[config.mk]
export PLATFORM = sky130hd
export DESIGN_NAME = corrode_ctrl_flat
export DESIGN_NICKNAME = d
export VERILOG_FILES = /design/src/rtl/corrode_ctrl_if.sv /design/src/rtl/corrode_ctrl.sv /design/src/flat_wrapper.sv
export SDC_FILE = /design/constraint.sdc
export NUM_CORES = 1
export LEC_CHECK = 0
export CELL_PAD_IN_SITES_DETAIL_PLACEMENT = 0
export CELL_PAD_IN_SITES_GLOBAL_PLACEMENT = 1
export CORE_ASPECT_RATIO = 1.2
export CORE_UTILIZATION = 42
export CTS_BUF_LIST = sky130_fd_sc_hd__clkbuf_2 sky130_fd_sc_hd__clkbuf_4 sky130_fd_sc_hd__clkbuf_8
export DETAILED_ROUTE_END_ITERATION = 10
export DONT_BUFFER_PORTS = 1
export GPL_ROUTABILITY_DRIVEN = 0
export PLACE_DENSITY_LB_ADDON = 0.1
export SETUP_SLACK_MARGIN = 0.5
export SYNTH_ARGS = -nofsm -noshare
export SYNTH_HDL_FRONTEND = slang
export SYNTH_SLANG_ARGS = --single-unit
[constraint.sdc]
create_clock -name sys_clk -period 4.9 [get_ports sys_clk]
set_input_delay 0.98 -clock sys_clk [delete_from_list [all_inputs] [get_ports sys_clk]]
set_output_delay 0.98 -clock sys_clk [all_outputs]
set_load 0.05 [all_outputs]
[src/rtl/corrode_ctrl_if.sv]
// Pixel/decision link between camera stream, corrosion block and corrode_ctrl.
// master = controller side; slave = camera plus corrosion block side.
interface corrode_ctrl_if;
   logic       i_valid;
   logic       i_wb;
   logic       o_pix_valid;
   logic       o_pix_wb;
   logic [7:0] o_err;
   logic       c_valid;
   logic       c_wb;

   modport master (
      input  i_valid, i_wb, c_valid, c_wb,
      output o_pix_valid, o_pix_wb, o_err
   );

   modport slave (
      output i_valid, i_wb, c_valid, c_wb,
      input  o_pix_valid, o_pix_wb, o_err
   );
endinterface

[src/rtl/corrode_ctrl.sv]
// Frame sequencer/threshold controller for the corrosion stage; pixel path 1-cycle registered.
// No backpressure: the camera strobe is free-running and pixels are gated, never stalled.
module corrode_ctrl #(
   parameter int IMG_X = 640,
   parameter int IMG_Y = 480,
   parameter int BLK_N = 1200,
   parameter int CNT_W = 16,
   parameter int STEP  = 4
) (
   input  logic             sys_clk,
   input  logic             sys_rst_n,
   corrode_ctrl_if.master   px,
   input  logic             start,
   input  logic             stop,
   input  logic             cfg_wr,
   input  logic [7:0]       cfg_err,
   input  logic             cfg_auto,
   input  logic [CNT_W-1:0] cfg_lo,
   input  logic [CNT_W-1:0] cfg_hi,
   output logic             o_busy,
   output logic             o_frame_done,
   output logic [CNT_W-1:0] o_blk_cnt,
   output logic [CNT_W-1:0] o_white_cnt,
   output logic             o_blk_mismatch
);

   localparam int XW = (IMG_X > 1) ? $clog2(IMG_X) : 1;
   localparam int YW = (IMG_Y > 1) ? $clog2(IMG_Y) : 1;
   localparam logic [XW-1:0]    X_LAST = XW'(IMG_X - 1);
   localparam logic [YW-1:0]    Y_LAST = YW'(IMG_Y - 1);
   localparam logic [CNT_W-1:0] BLK_V  = CNT_W'(BLK_N);
   localparam logic [8:0]       STEP9  = 9'(STEP);

   localparam logic [1:0] ST_IDLE  = 2'd0;
   localparam logic [1:0] ST_ARM   = 2'd1;
   localparam logic [1:0] ST_RUN   = 2'd2;
   localparam logic [1:0] ST_DRAIN = 2'd3;

   logic [1:0]       state_q;
   logic [1:0]       drain_q;
   logic             stop_pend_q;
   logic [XW-1:0]    x_q;
   logic [YW-1:0]    y_q;
   logic             pix_valid_q;
   logic             pix_wb_q;
   logic [7:0]       err_q;
   logic             pend_q;
   logic [7:0]       p_err_q;
   logic             p_auto_q;
   logic [CNT_W-1:0] p_lo_q;
   logic [CNT_W-1:0] p_hi_q;
   logic             auto_q;
   logic [CNT_W-1:0] lo_q;
   logic [CNT_W-1:0] hi_q;
   logic [CNT_W-1:0] blk_q;
   logic [CNT_W-1:0] wht_q;

   logic             origin;
   logic             last_px;
   logic             publish;
   logic             counting;
   logic             fwd;
   logic [CNT_W-1:0] blk_nxt;
   logic [CNT_W-1:0] wht_nxt;
   logic [8:0]       err_dn9;
   logic [8:0]       err_up9;
   logic [7:0]       err_dn;
   logic [7:0]       err_up;

   assign origin   = px.i_valid && (x_q == '0) && (y_q == '0);
   assign last_px  = px.i_valid && (x_q == X_LAST) && (y_q == Y_LAST);
   assign publish  = (state_q == ST_DRAIN) && (drain_q == 2'd1);
   assign counting = (state_q == ST_RUN) || (state_q == ST_DRAIN);

   assign blk_nxt = (px.c_valid && (blk_q != '1)) ? blk_q + CNT_W'(1) : blk_q;
   assign wht_nxt = (px.c_valid && px.c_wb && (wht_q != '1)) ? wht_q + CNT_W'(1) : wht_q;

   // 9-bit arithmetic: bit 8 flags borrow on the way down and overflow on the way up
   assign err_dn9 = {1'b0, err_q} - STEP9;
   assign err_up9 = {1'b0, err_q} + STEP9;
   assign err_dn  = err_dn9[8] ? 8'd0   : err_dn9[7:0];
   assign err_up  = err_up9[8] ? 8'hFF  : err_up9[7:0];

   always_comb begin
      fwd = 1'b0;
      case (state_q)
         ST_ARM:   fwd = origin && !stop;
         ST_RUN:   fwd = px.i_valid;
         ST_DRAIN: fwd = px.i_valid && !stop_pend_q;
         default:  fwd = 1'b0;
      endcase
   end

   always_ff @(posedge sys_clk or negedge sys_rst_n) begin
      if (!sys_rst_n) begin
         x_q <= '0;
         y_q <= '0;
      end else if (px.i_valid) begin
         if (x_q == X_LAST) begin
            x_q <= '0;
            y_q <= (y_q == Y_LAST) ? '0 : y_q + YW'(1);
         end else begin
            x_q <= x_q + XW'(1);
         end
      end
   end

   always_ff @(posedge sys_clk or negedge sys_rst_n) begin
      if (!sys_rst_n) begin
         state_q     <= ST_IDLE;
         drain_q     <= 2'd0;
         stop_pend_q <= 1'b0;
      end else begin
         case (state_q)
            ST_IDLE: if (start) state_q <= ST_ARM;
            ST_ARM: begin
               if (stop)        state_q <= ST_IDLE;
               else if (origin) state_q <= ST_RUN;
            end
            ST_RUN: begin
               if (stop) stop_pend_q <= 1'b1;
               if (last_px) begin
                  state_q <= ST_DRAIN;
                  drain_q <= 2'd2;
               end
            end
            default: begin
               if (drain_q == 2'd1) begin
                  state_q     <= stop_pend_q ? ST_IDLE : ST_RUN;
                  stop_pend_q <= 1'b0;
                  drain_q     <= 2'd0;
               end else begin
                  drain_q <= drain_q - 2'd1;
               end
            end
         endcase
      end
   end

   always_ff @(posedge sys_clk or negedge sys_rst_n) begin
      if (!sys_rst_n) begin
         pix_valid_q <= 1'b0;
         pix_wb_q    <= 1'b0;
      end else begin
         pix_valid_q <= fwd;
         pix_wb_q    <= fwd & px.i_wb;
      end
   end

   // Threshold only moves between frames so a frame is never processed with two values
   always_ff @(posedge sys_clk or negedge sys_rst_n) begin
      if (!sys_rst_n) begin
         err_q    <= 8'd128;
         pend_q   <= 1'b0;
         p_err_q  <= 8'd0;
         p_auto_q <= 1'b0;
         p_lo_q   <= '0;
         p_hi_q   <= '0;
         auto_q   <= 1'b0;
         lo_q     <= '0;
         hi_q     <= '0;
      end else begin
         if (cfg_wr) begin
            p_err_q  <= cfg_err;
            p_auto_q <= cfg_auto;
            p_lo_q   <= cfg_lo;
            p_hi_q   <= cfg_hi;
            pend_q   <= 1'b1;
         end
         if ((state_q == ST_IDLE) || (state_q == ST_ARM)) begin
            if (cfg_wr) begin
               err_q  <= cfg_err;
               auto_q <= cfg_auto;
               lo_q   <= cfg_lo;
               hi_q   <= cfg_hi;
               pend_q <= 1'b0;
            end else if (pend_q) begin
               err_q  <= p_err_q;
               auto_q <= p_auto_q;
               lo_q   <= p_lo_q;
               hi_q   <= p_hi_q;
               pend_q <= 1'b0;
            end
         end else if (publish) begin
            if (pend_q) begin
               err_q  <= p_err_q;
               auto_q <= p_auto_q;
               lo_q   <= p_lo_q;
               hi_q   <= p_hi_q;
               pend_q <= cfg_wr;
            end else if (auto_q && (wht_nxt > hi_q)) begin
               err_q <= err_dn;
            end else if (auto_q && (wht_nxt < lo_q)) begin
               err_q <= err_up;
            end
         end
      end
   end

   // A decision on the publish cycle itself still lands in the frame being closed
   always_ff @(posedge sys_clk or negedge sys_rst_n) begin
      if (!sys_rst_n) begin
         blk_q          <= '0;
         wht_q          <= '0;
         o_blk_cnt      <= '0;
         o_white_cnt    <= '0;
         o_blk_mismatch <= 1'b0;
         o_frame_done   <= 1'b0;
      end else if (publish) begin
         o_blk_cnt      <= blk_nxt;
         o_white_cnt    <= wht_nxt;
         o_blk_mismatch <= (blk_nxt != BLK_V);
         o_frame_done   <= 1'b1;
         blk_q          <= '0;
         wht_q          <= '0;
      end else begin
         o_frame_done <= 1'b0;
         if (counting) begin
            blk_q <= blk_nxt;
            wht_q <= wht_nxt;
         end
      end
   end

   assign px.o_pix_valid = pix_valid_q;
   assign px.o_pix_wb    = pix_wb_q;
   assign px.o_err       = err_q;
   assign o_busy         = (state_q != ST_IDLE);

endmodule

[src/flat_wrapper.sv]
// flat-port wrapper written by rule: the top's interface ports become plain ports
module corrode_ctrl_flat 
#(
   parameter int IMG_X = 640,
   parameter int IMG_Y = 480,
   parameter int BLK_N = 1200,
   parameter int CNT_W = 16,
   parameter int STEP  = 4
)
  (sys_clk, sys_rst_n, start, stop, cfg_wr, cfg_err, cfg_auto, cfg_lo, cfg_hi, o_busy, o_frame_done, o_blk_cnt, o_white_cnt, o_blk_mismatch, px_i_valid, px_i_wb, px_c_valid, px_c_wb, px_o_pix_valid, px_o_pix_wb, px_o_err);
  corrode_ctrl_if px_i ();
  input  logic sys_clk;
  input  logic sys_rst_n;
  input  logic start;
  input  logic stop;
  input  logic cfg_wr;
  input  logic [7:0] cfg_err;
  input  logic cfg_auto;
  input  logic [CNT_W-1:0] cfg_lo;
  input  logic [CNT_W-1:0] cfg_hi;
  output logic o_busy;
  output logic o_frame_done;
  output logic [CNT_W-1:0] o_blk_cnt;
  output logic [CNT_W-1:0] o_white_cnt;
  output logic o_blk_mismatch;
  input wire logic [$bits(px_i.i_valid)-1:0] px_i_valid;
  input wire logic [$bits(px_i.i_wb)-1:0] px_i_wb;
  input wire logic [$bits(px_i.c_valid)-1:0] px_c_valid;
  input wire logic [$bits(px_i.c_wb)-1:0] px_c_wb;
  output wire logic [$bits(px_i.o_pix_valid)-1:0] px_o_pix_valid;
  output wire logic [$bits(px_i.o_pix_wb)-1:0] px_o_pix_wb;
  output wire logic [$bits(px_i.o_err)-1:0] px_o_err;
  assign px_i.i_valid = px_i_valid;
  assign px_i.i_wb = px_i_wb;
  assign px_i.c_valid = px_c_valid;
  assign px_i.c_wb = px_c_wb;
  assign px_o_pix_valid = px_i.o_pix_valid;
  assign px_o_pix_wb = px_i.o_pix_wb;
  assign px_o_err = px_i.o_err;
  corrode_ctrl #(.IMG_X(IMG_X), .IMG_Y(IMG_Y), .BLK_N(BLK_N), .CNT_W(CNT_W), .STEP(STEP)) u_core (.sys_clk(sys_clk), .sys_rst_n(sys_rst_n), .px(px_i), .start(start), .stop(stop), .cfg_wr(cfg_wr), .cfg_err(cfg_err), .cfg_auto(cfg_auto), .cfg_lo(cfg_lo), .cfg_hi(cfg_hi), .o_busy(o_busy), .o_frame_done(o_frame_done), .o_blk_cnt(o_blk_cnt), .o_white_cnt(o_white_cnt), .o_blk_mismatch(o_blk_mismatch));
endmodule
==> results of run 1 <==
layout by cell type (no fill, tap or decap), drive strengths merged, types with 12 or more instances in the layout:
cell / count
dfrtp: 174
nand2: 124
o21ai: 82
nor2: 78
inv: 64
mux2: 50
a21oi: 48
ha: 40
a221o: 23
xnor2: 22
nand3: 21
xor2: 20
and3: 19
clkbuf: 18
nand4: 18
buf: 17
a31oi: 12
sequential cells by signal, summed over array words and instances, names as in the netlist, 2 cells and up:
| register | flops |
|---|---|
| u_core.drain_q | 2 |
| u_core.o_white_cnt | 16 |
| u_core.x_q | 10 |
| u_core.px.o_err | 8 |
| u_core.blk_q | 16 |
| u_core.p_hi_q | 16 |
| u_core.o_blk_cnt | 16 |
| u_core.lo_q | 16 |
| u_core.wht_q | 16 |
| u_core.p_err_q | 8 |
| u_core.p_lo_q | 16 |
| u_core.y_q | 9 |
| u_core.hi_q | 16 |
| u_core.state_q | 2 |
worst reg2reg max path: stages, from the launching register on:
cell       delay [ps]
dfrtp_1           440
ha_1              250
and3_1            210
a41oi_2           180
and3_1            360
and3_1            220
xnor2_1           160
inv_1             110
ha_1              310
nand4_1           170
or3_1             420
o2bb2ai_2         240
o21ai_1           130
o221ai_2          340
buf_4             240
o21ai_0           100
a22o_1            230
worst max path at each step:
stage          slack (ps)       startpoint            endpoint
5_1_grt               470  u_core.wht_q[0]  u_core.px.o_err[6]
2_1_floorplan         920          px_c_wb  u_core.px.o_err[0]
3_3_place_gp          490          px_c_wb  u_core.px.o_err[1]
4_1_cts               660  u_core.wht_q[0]  u_core.px.o_err[0]
6_report              690  u_core.wht_q[0]  u_core.px.o_err[6]
3_5_place_dp          480          px_c_wb  u_core.px.o_err[0]
area by class of cell:
class / instances / area, um^2
repair buffers: 17 / 127.6
flip-flops and latches: 175 / 4382
inverters: 58 / 217.7
clock buffers: 18 / 247.7
well taps: 279 / 349.1
multi-input cells: 705 / 4726
diodes: 2 / 5.005
clock inverters: 13 / 150.1
fillers: 2186 / 12170
metal layers:
metal  wire length [um]  share of wire  vias up  global-route usage
met1              11190           0.46     3492              0.2860
met3               1116          0.046       33             0.05233
met2              11320           0.47      118              0.3463
met5                 27         0.0011        -                   0
met4                435          0.018        4             0.06785
li1                   -              -     3499                   -
cell families (layout without fill, tap and decap cells):
group	after synthesis	after routing	synth area share
compound gates	249	249	0.1739
simple gates	313	313	0.1575
mux	61	61	0.07054
fa+ha+maj	40	40	0.05245
other cells	0	2	0
buf+inv	117	106	0.04812
flops	175	175	0.4590
xor+xnor	42	42	0.03855
power by group through the flow:
stage	registers (mW)	logic (mW)	clock network [mW]
finish	2.72	1.46	1.04
detailed placement	2.76	1.46	0
global placement	2.75	1.47	0
CTS	2.73	1.47	1.08
floorplan	2.64	1.13	0
global route	2.78	1.65	1.13
stage by stage:
| stage | instance area, um^2 | power (mW) |
|---|---|---|
| after floorplan | 9543 | 3.772 |
| after global placement | 9788 | 4.223 |
| after detailed placement | 9788 | 4.224 |
| after CTS | 10190 | 5.283 |
| after global routing | 10200 | 5.564 |
| final | 10200 | 5.225 |
==> results.json, run 1 <==
{
  "path_buf_inv": 2,
  "ys_async_sr_fraction": 1.000,
  "cts_max_path_buffers": 2,
  "syn-instance-count": 997,
  "cp-end-kind": "flop",
  "final.min_clock_period_ps": 4206,
  "avgViaCountPerCell": 5.640,
  "final_core_util": 0.4562,
  "outcome": "completed",
  "firstDrtPassIters": 5,
  "gr-total-overflow": 0,
  "ir_worst_vdd_uv": 183.6,
  "port_buffers": 0,
  "cp_slowest_cell": "dfrtp_1",
  "cts_resized": 0,
  "drive_gt1_frac": 0.1217,
  "cts_made_buffers": 17,
  "clkTransAtPathRegs_ps": 100,
  "ctsHtreeMaxLevel": 4,
  "p_per_area_nw_per_um2": 512.0,
  "finalCritPeriodShare": 0.8583,
  "synth_area_leader_cell": "dfrtp_1",
  "drv_cap": 0,
  "num-nets-final": 1064,
  "postRouteAntennaNets": 0,
  "crit_family": "simple AND/OR/NAND/NOR gates",
  "die_y_um": 167.1,
  "dieArea_um2": 23330,
  "grt_pass1_wl_mm": 39.32,
  "drt_iter0_drc": 459,
  "startpoint_type": "flop",
  "hold_class": "in -> async",
  "postSynthNetCount": 1087,
  "critPathArrivalTime_ps": 4560,
  "instances_no_fill": 1267,
  "grt_max_degree": 176,
  "synth-edff-count": 0,
  "hpwl_mm": 16.34,
  "relSlewSlack": 0.3131,
  "finalClockSkew_ps": 19.20,
  "tightest_slew_ps": 1030,
  "max_freq_mhz": 237.8,
  "worstReg2RegStart": "u_core.wht_q[0]",
  "clock-sinks": 175,
  "crit_type": "reg -> reg",
  "initial_utilization": 0.4266,
  "clock_latency_ps": 480,
  "drv_slew": 0,
  "synth-seq-area-share": 0.4590,
  "crit_cells": 16,
  "cts_tree": "yes",
  "r2r_cells": 16,
  "p_int_mw": 2.843,
  "p_sw_frac": 0.4559,
  "die_w_um": 139.6,
  "grt_usage": 0.2154,
  "cts_root_buffer": "clkbuf_8",
  "drc": 0,
  "syn2layout_area_growth_pct": 6.936,
  "cts_setup_buffers": 0,
  "syn_area_um2": 9543,
  "rows": 60,
  "r2r-end": "u_core.px.o_err[6]",
  "yosysMostFrequentCell": "dfrtp_1",
  "boundaryPins": 95,
  "cp_max_fo": 8,
  "synth.avg_cell_area_um2": 9.572,
  "synthTopCellsByArea": "dfrtp_1 46%, mux2_2 5.9%, ha_1 5.2%, nand2_1 4.9%, o21ai_0 4.1%",
  "synth_cell_types": 68,
  "first_global_vias": 7102,
  "setup_viol": 0,
  "seqPwrFrac": 0.521,
  "crit_path_cell_trace": "ha_1, and3_1, a41oi_2, and3_1, and3_1, xnor2_1, inv_1, ha_1, nand4_1, or3_1, o2bb2ai_2, o21ai_1, o221ai_2, buf_4, o21ai_0, a22o_1",
  "pre_cts_ws_ps": 479.1,
  "combPwrFrac": 0.280,
  "ff2ff_setup_slack_ps": 690,
  "required_ps": 5260,
  "ys_warn_count": 0,
  "cpMostUsedCell": "and3_1",
  "vias": 7146,
  "ys_seq_elements": 175,
  "synth_top_flop_cell": "dfrtp_1",
  "netlist_top_cells_count": "174 x dfrtp_1, 124 x nand2_1, 79 x o21ai_0",
  "wl_per_cell_um": 19.01,
  "grt_setup_unrepaired": "yes",
  "finalHoldViolCount": 0,
  "holdBufCountCts": 0,
  "synth_top_cell_area_share": 0.4563,
  "pwr-share-clk": 0.199,
  "slowest_delay_ps": 440,
  "finalSetupTns_ps": 0,
  "p_leak_nw": 4.597,
  "drt_wl_total_mm": 24.09,
  "dp_cells": 1234,
  "p_sw_mw": 2.382,
  "antenna_found_initial": 4,
  "worst_hold_slack_ps": 189.0,
  "coreArea_um2": 22370,
  "worst_slack_ps": 694.4
}
No activity file was read; power rests on OpenSTA's default activity.
==> run 2, diff against run 1 <==
--- a/config.mk
+++ b/config.mk
@@ -5,15 +5,17 @@
 export SDC_FILE = /design/constraint.sdc
 export NUM_CORES = 1
 export LEC_CHECK = 0
+export CAP_MARGIN = 20
 export CELL_PAD_IN_SITES_DETAIL_PLACEMENT = 0
 export CELL_PAD_IN_SITES_GLOBAL_PLACEMENT = 1
 export CORE_ASPECT_RATIO = 1.2
+export CORE_MARGIN = 2
 export CORE_UTILIZATION = 42
 export CTS_BUF_LIST = sky130_fd_sc_hd__clkbuf_2 sky130_fd_sc_hd__clkbuf_4 sky130_fd_sc_hd__clkbuf_8
 export DETAILED_ROUTE_END_ITERATION = 10
 export DONT_BUFFER_PORTS = 1
 export GPL_ROUTABILITY_DRIVEN = 0
-export PLACE_DENSITY_LB_ADDON = 0.1
+export PLACE_DENSITY_LB_ADDON = 0.08
 export SETUP_SLACK_MARGIN = 0.5
 export SYNTH_ARGS = -nofsm -noshare
 export SYNTH_HDL_FRONTEND = slang
==> results.json, run 2 (synthesis gave the netlist of run 1 again) <==
{
  "outcome": "completed",
  "slowest_delay_ps": 470,
  "hpwl_mm": 16.29,
  "postRouteAntennaNets": 0,
  "die_y_um": 169.1,
  "tightest_slew_ps": 1131,
  "finalHoldViolCount": 0,
  "dieArea_um2": 23950,
  "cts_tree": "yes",
  "grt_setup_unrepaired": "no",
  "clock_latency_ps": 460,
  "holdBufCountCts": 0,
  "coreArea_um2": 22370,
  "ctsHtreeMaxLevel": 4,
  "die_w_um": 141.6,
  "firstDrtPassIters": 5,
  "clock-sinks": 175,
  "setup_viol": 0,
  "initial_utilization": 0.4266,
  "gr-total-overflow": 0,
  "num-nets-final": 1062,
  "antenna_found_initial": 3,
  "drc": 0,
  "num_antenna_cells": 0,
  "crit_type": "reg -> reg",
  "grt_max_degree": 176,
  "cts_root_buffer": "clkbuf_8",
  "relSlewSlack": 0.2383,
  "drt_wl_total_mm": 24.47,
  "final.min_clock_period_ps": 4146,
  "fillCellCount": 2236,
  "worst_hold_slack_ps": 198.0,
  "cp-end-kind": "flop",
  "cts_max_path_buffers": 2,
  "cts_setup_buffers": 0,
  "worstReg2RegStart": "u_core.wht_q[0]",
  "p_total_mw": 5.184,
  "hold_class": "in -> async",
  "drv_slew": 0,
  "ir_worst_vdd_uv": 167.5,
  "grt_usage": 0.2139,
  "first_global_vias": 7247,
  "layout_commonest_cell": "dfrtp_1",
  "p_per_area_nw_per_um2": 505.8,
  "crit_path_cell_trace": "ha_1, and3_1, a41oi_2, and3_4, and3_1, xnor2_1, inv_1, ha_1, nand4_1, or3_4, o2bb2ai_4, o21ai_2, buf_4, nor4b_1, o32ai_1, a41oi_1",
  "clkTransAtPathRegs_ps": 100,
  "finalSetupTns_ps": 0,
  "grt_pass1_wl_mm": 40.12,
  "rows": 60,
  "port_buffers": 0,
  "finalCritPeriodShare": 0.8462,
  "cp-startpoint": "u_core.wht_q[0]",
  "cp_slowest_cell": "or3_4",
  "vias": 7220,
  "cp_max_fo": 7,
  "critPathArrivalTime_ps": 4530,
  "cts_made_buffers": 17,
  "p_leak_nw": 4.605,
  "wl_per_cell_um": 19.36,
  "avgViaCountPerCell": 5.712,
  "finalClockSkew_ps": 17.10,
  "startpoint_type": "flop",
  "drt_iter0_drc": 521,
  "required_ps": 5290,
  "drv_cap": 0,
  "boundaryPins": 95,
  "drive_gt1_frac": 0.1299,
  "max_freq_mhz": 241.2,
  "final_cell_mix": "172 x dfrtp_1, 124 x nand2_1, 78 x nor2_1, 78 x o21ai_0, 56 x inv_1",
  "syn2layout_area_growth_pct": 7.381
}
==> run 2: cell count changes in the layout (fill, tap and decap cells not counted), moves of 2 or more <==
cell / previous run / this run
xor2_1: 20 / 18
diode_2: 2 / 0
inv_8: 4 / 1
xor2_2: 0 / 2
buf_4: 17 / 15
inv_6: 3 / 1
clkinv_2: 0 / 2
clkbuf_8: 18 / 21
==> run 2: layout make-up <==
| class | count | area, um^2 | share of cell area |
|---|---|---|---|
| Clock buffer | 22 | 296.5 | 0.02894 |
| Clock inverter | 10 | 78.83 | 0.007692 |
| Inverter | 58 | 217.7 | 0.02125 |
| Multi-Input combinational cell | 705 | 4810 | 0.4694 |
| Sequential cell | 175 | 4383 | 0.4277 |
| Tap cell | 279 | 349.1 | 0.03407 |
| Timing Repair Buffer | 15 | 112.6 | 0.01099 |
==> run 2: worst paths after layout <==
path | to | slack, ps | depth (start not counted)
min | u_core.o_white_cnt[8] | 200 | 0
min in group sys_clk | u_core.x_q[8] | 510 | 1
min reg2reg | u_core.x_q[8] | 510 | 1
max reg2reg | u_core.px.o_err[7] | 750 | 16
max in group asynchronous | u_core.px.o_err[7] | 4380 | 0
max | u_core.px.o_err[7] | 750 | 16
==> run 2: timing repair <==
| action | in CTS | in global routing |
|---|---|---|
| gates resized for setup | 0 | 18 |
| setup endpoints to repair | 0 | 8 |
| hold endpoints to repair | 0 | 0 |
==> run 2: worst max-delay path: cells and delay by family (launching register included) <==
kind	cells	cell delay (ps)
flip-flops	1	450
buffers and inverters	2	330
AND/OR/NAND/NOR	6	1660
XOR/XNOR	1	170
adder cells (fa/ha/maj)	2	560
AO/OA/AOI/OAI	5	900
==> run 2: per-stage QoR <==
step | cell area [um^2] | utilization | setup WS, ps | std cells
floorplan | 9543 | - | 917.1 | 997
global placement | 9773 | 0.4369 | 395.1 | 1232
detailed placement | 9773 | 0.4369 | 328.7 | 1232
CTS | 10150 | 0.4536 | 501.4 | 1264
global route | 10250 | 0.4581 | 500.5 | 1264
finish | 10250 | 0.4581 | 753.7 | 1264
==> run 2: layer usage <==
| metal | vias to the layer above | part of all wire | GRT usage |
|---|---|---|---|
| li1 | 3490 | - | - |
| met5 | - | 0.0016 | 0 |
| met1 | 3578 | 0.47 | 0.2926 |
| met4 | 6 | 0.017 | 0.05652 |
| met3 | 31 | 0.044 | 0.05233 |
| met2 | 115 | 0.47 | 0.3411 |
==> run 2: power by group <==
| group | internal [mW] | switching [mW] |
|---|---|---|
| combinational | 0.571 | 0.924 |
| sequential | 1.84 | 0.872 |
| clock | 0.417 | 0.559 |
| total | 2.83 | 2.36 |
